**config.mk**
```make
export PLATFORM = sky130hd
export DESIGN_NAME = instruction_fetch
export DESIGN_NICKNAME = d
export VERILOG_FILES = /design/src/rtl/instruction_fetch.sv
export SDC_FILE = /design/constraint.sdc
export NUM_CORES = 1
export LEC_CHECK = 0
export ABC_AREA = 1
export CORE_ASPECT_RATIO = 0.6
export CORE_MARGIN = 2
export CORE_UTILIZATION = 63
export CTS_BUF_LIST = sky130_fd_sc_hd__clkbuf_16
export CTS_CLUSTER_DIAMETER = 150
export DETAILED_ROUTE_END_ITERATION = 16
export DONT_BUFFER_PORTS = 1
export HOLD_SLACK_MARGIN = 0.06
export PLACE_DENSITY = 0.86
export SLEW_MARGIN = 40
export SYNTH_ARGS = -nofsm -noshare
export SYNTH_HDL_FRONTEND = slang
export SYNTH_SLANG_ARGS = --single-unit
export TNS_END_PERCENT = 5
```
**constraint.sdc**
```tcl
create_clock -name clk -period 1.7 [get_ports clk]
set_input_delay 0.17 -clock clk [delete_from_list [all_inputs] [get_ports clk]]
set_output_delay 0.17 -clock clk [all_outputs]
set_load 0.01 [all_outputs]
```
**src/rtl/instruction_fetch.sv**
```systemverilog
// Instruction fetch front end: holds the PC, requests instruction words from
// memory over a req/ack handshake, and hands each word to decode through a
// valid/ready instruction register. Branch redirects replace the PC and
// discard any instruction that is in flight or waiting to be consumed.
module instruction_fetch #(
    parameter int ADDR_W = 16,
    parameter int DATA_W = 16
) (
    input  logic              clk,
    input  logic              reset,
    output logic              imem_req,
    output logic [ADDR_W-1:0] imem_addr,
    input  logic              imem_ack,
    input  logic [DATA_W-1:0] imem_rdata,
    output logic [DATA_W-1:0] op,
    output logic [ADDR_W-1:0] op_pc,
    output logic              op_valid,
    input  logic              op_ready,
    input  logic              redirect,
    input  logic [ADDR_W-1:0] redirect_pc
);

    localparam logic [1:0] IDLE = 2'd0;
    localparam logic [1:0] REQ  = 2'd1;
    localparam logic [1:0] HOLD = 2'd2;

    localparam logic [ADDR_W-1:0] PC_STEP = 1;

    logic [1:0]        state;
    logic [ADDR_W-1:0] pc;
    logic              squash;

    // A request is outstanding for exactly as long as we sit in REQ.
    assign imem_req = (state == REQ);

    // Fetch sequencing: reset, then redirect, then the normal IDLE/REQ/HOLD
    // flow. imem_addr is reloaded only when a new request starts, so it stays
    // at the old PC while a squashed request is still waiting for its ack.
    always_ff @(posedge clk) begin
        if (reset) begin
            state     <= IDLE;
            pc        <= '0;
            op        <= '0;
            op_pc     <= '0;
            op_valid  <= 1'b0;
            imem_addr <= '0;
            squash    <= 1'b0;
        end else if (redirect) begin
            pc       <= redirect_pc;
            op_valid <= 1'b0;
            state    <= REQ;
            if (state == REQ && !imem_ack) begin
                squash <= 1'b1;
            end else begin
                squash    <= 1'b0;
                imem_addr <= redirect_pc;
            end
        end else begin
            case (state)
                IDLE: begin
                    state     <= REQ;
                    imem_addr <= pc;
                end
                REQ: begin
                    if (imem_ack) begin
                        if (squash) begin
                            squash    <= 1'b0;
                            imem_addr <= pc;
                        end else begin
                            op       <= imem_rdata;
                            op_pc    <= pc;
                            pc       <= pc + PC_STEP;
                            op_valid <= 1'b1;
                            state    <= HOLD;
                        end
                    end
                end
                HOLD: begin
                    if (op_ready) begin
                        op_valid  <= 1'b0;
                        state     <= REQ;
                        imem_addr <= pc;
                    end
                end
                default: begin
                    state <= IDLE;
                end
            endcase
        end
    end

endmodule

```
* After elaboration in Yosys (flattened, before gate mapping)
Cells that the tools add are included.
Widths: inputs -> output; s select.
** Word-level totals
- Latch bits :: 0
- Output and inout bits :: 50
- Bits in read-only memories :: 0
- Bits of input ports :: 37
- Memory bits (writable) :: 0
- Memories kept :: 0
- Logic and storage cells :: 60
- Register bits after elaboration :: 68
** Operators by class
- Bitwise logic cells :: 2
- Shifts and indexed selects :: 0
- Multiplexer cells :: 23
- $lt $le $gt $ge :: 0
- Equality and inequality tests :: 11
- Reduce and logical (&&, ||, !) cells :: 15
- $add $sub $neg :: 1
- Multiply operators :: 0
- Divide/modulo/power cells :: 0
** Operator list (count)
- $mux 16 :: 9
- $pmux 16 s3 :: 1
- $add 16x1->16 const B :: 1
- $reduce_and 3->1 :: 3
- $mux 1 :: 8
- $ne 2x2->1 const B :: 4
- $reduce_and 4->1 :: 2
- $mux 2 :: 3
- $ne 3x1->1 const B :: 2
- $ne 3x3->1 const B :: 2
- $pmux 2 s3 :: 1
- $reduce_bool 2->1 :: 3
- $reduce_and 5->1 :: 1
- $reduce_bool 4->1 :: 1
- $eq 2x1->1 const B :: 1
- $eq 2x2->1 const B :: 1
- $logic_not 2->1 :: 1
- $ne 2x1->1 const B :: 1
- $not 1->1 :: 2
- $pmux 1 s2 :: 1
- $reduce_and 2->1 :: 1
- $reduce_or 2->1 :: 1
- $logic_and 1x1->1 :: 1
- $logic_not 1->1 :: 1

* Logic depth before layout (Yosys ltp)
- Word-level depth :: 5
- Gate-level depth with buffers :: 9
- Mapped depth without buffers :: 9

* Worst setup path before layout
No wires, ideal clock.
- Path type :: register to register
- From :: register pc[0]
- To :: register pc[12]
- Path slack :: 413 ps
- Required time :: 1591 ps
- Period minus slack after synthesis :: 1287 ps
- Arrival :: 1178 ps
- Stages on the path, launching flop included :: 9
- Path buffers :: 0
- Library setup time :: 109 ps
- Cell sequence :: dfxtp_1 -> ha_1 -> nand3_1 -> inv_1 -> nand2_1 -> o21ai_0 -> nand3_1 -> nand2_1 -> inv_1
** On the way
- Longest elaborated chain between the ends :: 5
** Ends and longest elaborated chain
- start, declared :: line 30 : logic [ADDR_W-1:0] pc;
- start signal, assigned :: line 49 : pc <= redirect_pc;
- start signal, assigned :: line 72 : pc <= pc + PC_STEP;
- $add 16x1->16 :: line 72
- $mux 16 :: line 66 : if (squash) begin
- $mux 16 :: line 65 : if (imem_ack) begin
- $mux 16 :: line 59 : case (state)
- $mux 16 :: line 48 : end else if (redirect) begin
No other way between the ends. The select of a mux whose other input is x is not followed.
A chain may end at the register's enable or synchronous reset.

* Worst setup path in the final report
- From :: register pc[8]
- To :: register pc[15]
The elaborated chain is that of the path after synthesis.

==> reports/metrics.cfg <==
[die]
io_pins = 87
die_h_um = 59.6
die-area_sq_um = 5760
floorplan.initialDensity_pct = 64.9
num_rows = 20
core-area_sq_um = 5000
chipWidth_um = 96.7

[finish]
area_growth_pct = 15.9
final_nets = 523
n_antenna_cell = 0
final_cells = 554
drive_above_1_share_pct = 9.84

[clocking]
clock_latency_ns = 0.33
cts_tree = yes
root_buffer = clkbuf_16
clk_pin_slew_ns = 0.05
htreeDepth = 3
cts.sinks = 68
clockBufferDepth = 2
numCtsBuffers = 9

[yosys]
syn_inst = 469
netlist_top_cells_area = dfxtp_1, nor2_1, nand2_1
synth_area_sq_um = 3250
syn_avg_cell_area_sq_um = 6.93
yosysTopAreaCellShare_pct = 41.9
seq_area_frac_synth_pct = 41.9
syn-num-nets = 507
synth_cell_type_count = 33
yosysTopAreaCell = dfxtp_1
ys_seq_elements = 68
yosys_warnings = 0

[timing]
rsz0062_at_grt = false
fin_crit_sh_pct = 90.0
fmax_mhz = 654
worst_pin_slew_ns = 0.421
finalSetupViolations = 0
final_hold_viol_count = 0
slew_violations = 0
slew_headroom_pct = 71.6
setup_tns_ns = 0
period_minus_slack_ns = 1.53
hold_ws_ns = 0.0749
fin_skew_ns = 0.00681

[power_and_ir_drop]
p_switching_mw = 1.10
cellPowerDensity_nw_per_um2 = 1090
p_leak_nw = 1.63
pwr-share-seq_pct = 44.9
clkPwrFrac_pct = 41.9
power_mw = 4.11
p_int_mw = 3.02
comb_power_share_pct = 13.3
peakVddDrop_mv = 0.692
p_sw_share_pct = 26.6

[place]
io_buffers = 0
hpwlAfterDp_mm = 5.81
dp_cells = 519
gp_congestion = 0.939

[worst_setup_path]
reg2reg_setup_slack_ns = 0.17
crit_top_cell = nand2_1
crit_type = register to register
critPathLaunchType = register
cp_max_fo = 5
crit_slowest_cell = dfxtp_1
end_kind = register
cp_slowest_stage_delay_ns = 0.41
arrival_ns = 1.75
cp.required_ns = 1.92
path_cells = nand2_1, nor2_1, nand2_1, o21ai_0, nand3_1, nand2_1, inv_1

[run_status]
status = finished, final reports clean

[global_routing]
gr-total-overflow = 0
antenna_found_initial = 0
grt_max_degree = 41
grtUsageTotal_pct = 32.5
grt_pass1_vias = 2902
grt_pass1_wl_mm = 14.6

[worst_hold_path]
hold_class = input port to register

[drt]
drt-initial-drc-count = 334
viasPerCell = 5.85
route.detailed.drc = 0
first_pass_iters = 6
postRouteAntennaNets = 0
num_vias = 3240
wl_per_cell_um = 16.6
routed_wl_mm = 9.19

[flow_run]
drv_cap = 0

-- power groups by stage --
| stage | logic [mW] | clock network (mW) | registers (mW) |
|---|---|---|---|
| global placement | 0.447 | 0 | 1.87 |
| detailed placement | 0.465 | 0 | 1.87 |
| finish | 0.546 | 1.72 | 1.84 |
| global route | 0.612 | 1.79 | 1.86 |
| CTS | 0.527 | 1.73 | 1.84 |
| floorplan | 0.400 | 0 | 1.85 |
-- area by class of cell --
type,instances,area [sq um]
Timing Repair Buffer,29,305
Tap cell,66,82.6
Clock buffer,9,225
Clock inverter,5,46.3
Multi-Input combinational cell,325,1550
Fill cell,408,1240
Inverter,52,198
Sequential cell,68,1360
-- registers in the layout, indices dropped and copies added, names as in the netlist --
name,count
squash,1
op,16
pc,16
op_valid,1
state,2
imem_addr,16
op_pc,16
-- synth_stat cells --
cell type,count
nor2_1,89
nand2_1,81
dfxtp_1,68
inv_1,49
o21ai_0,43
a21oi_1,29
nand3_1,20
nand4_1,12
nor3_1,12
clkbuf_1,10
nand2_2,10
buf_2,9
a211oi_1,7
a21oi_2,5
buf_6,4
inv_2,2
nand2_4,2
o21ai_1,2
a21boi_1,1
a22oi_2,1
a31oi_1,1
buf_8,1
ha_1,1
inv_4,1
nand3_2,1
nand3_4,1
nor2_2,1
nor2_4,1
nor3_2,1
nor4_1,1
o21a_1,1
o31ai_1,1
or2_2,1
-- layout by cell type, fill, tap and decap left out, drive strengths merged, types with 3 or more instances in the layout --
| cell type | instances |
|---|---|
| inv | 53 |
| buf | 9 |
| nor3 | 13 |
| nand3 | 22 |
| dfxtp | 68 |
| nand2 | 93 |
| o21ai | 45 |
| nor2 | 91 |
| a211oi | 7 |
| clkbuf | 9 |
| clkinv | 3 |
| dlygate4sd3 | 20 |
| a21oi | 34 |
| nand4 | 12 |
-- logic make-up (layout without fill, tap and decap cells) --
logic type                 Yosys count  after routing  share of synthesized area [%]
DFF                                 68             68                           41.9
and+or+nand+nor                    233            233                           31.6
AOI/OAI and AO/OA                   91             91                           15.6
buffers and inverters               76             95                           10.5
adders and majority gates            1              1                          0.385
-- stage by stage --
| step | utilization [%] | cell area (sq um) | setup WS (ns) |
|---|---|---|---|
| 4_1_cts | 75.2 | 3760 | 0.199 |
| 2_1_floorplan | - | 3250 | 0.413 |
| 3_3_place_gp | 65.4 | 3270 | 0.295 |
| 6_report | 75.3 | 3770 | 0.170 |
| 5_1_grt | 75.3 | 3770 | 0.0252 |
| 3_5_place_dp | 65.4 | 3270 | 0.222 |
-- path summary, 6_finish.rpt --
check	startpoint	end	cells after the start
max reg2reg	pc[8]$_SDFFE_PP0P_	pc[15]$_SDFFE_PP0P_	7
min	redirect	state[0]$_SDFFE_PP0P_	2
max	pc[8]$_SDFFE_PP0P_	pc[15]$_SDFFE_PP0P_	7
min reg2reg	op_pc[2]$_SDFFE_PP0P_	op_pc[2]$_SDFFE_PP0P_	2
-- metal layers --
metal  part of all wire, %  vias up  global-route usage (%)
li1                      -     1549                       -
met1                    45     1496                    45.6
met5                     0        -                       0
met3                    11       12                    9.79
met2                    43      183                    49.4
met4                  0.97        0                    8.85
-- critical path, delay by kind of cell, from the launching register on --
kind | cells | cell delay [ns]
simple gates | 5 | 0.83
flops | 1 | 0.41
compound gates | 1 | 0.17
buf+inv | 1 | 0.03
-- what timing repair did --
action	CTS	global route
buffers inserted	0	0
endpoints found under the hold margin	49	0
setup endpoints to repair	0	2
hold buffers	21	0
resized for setup	0	1
Note: power is estimated with default switching activity, not from simulation.
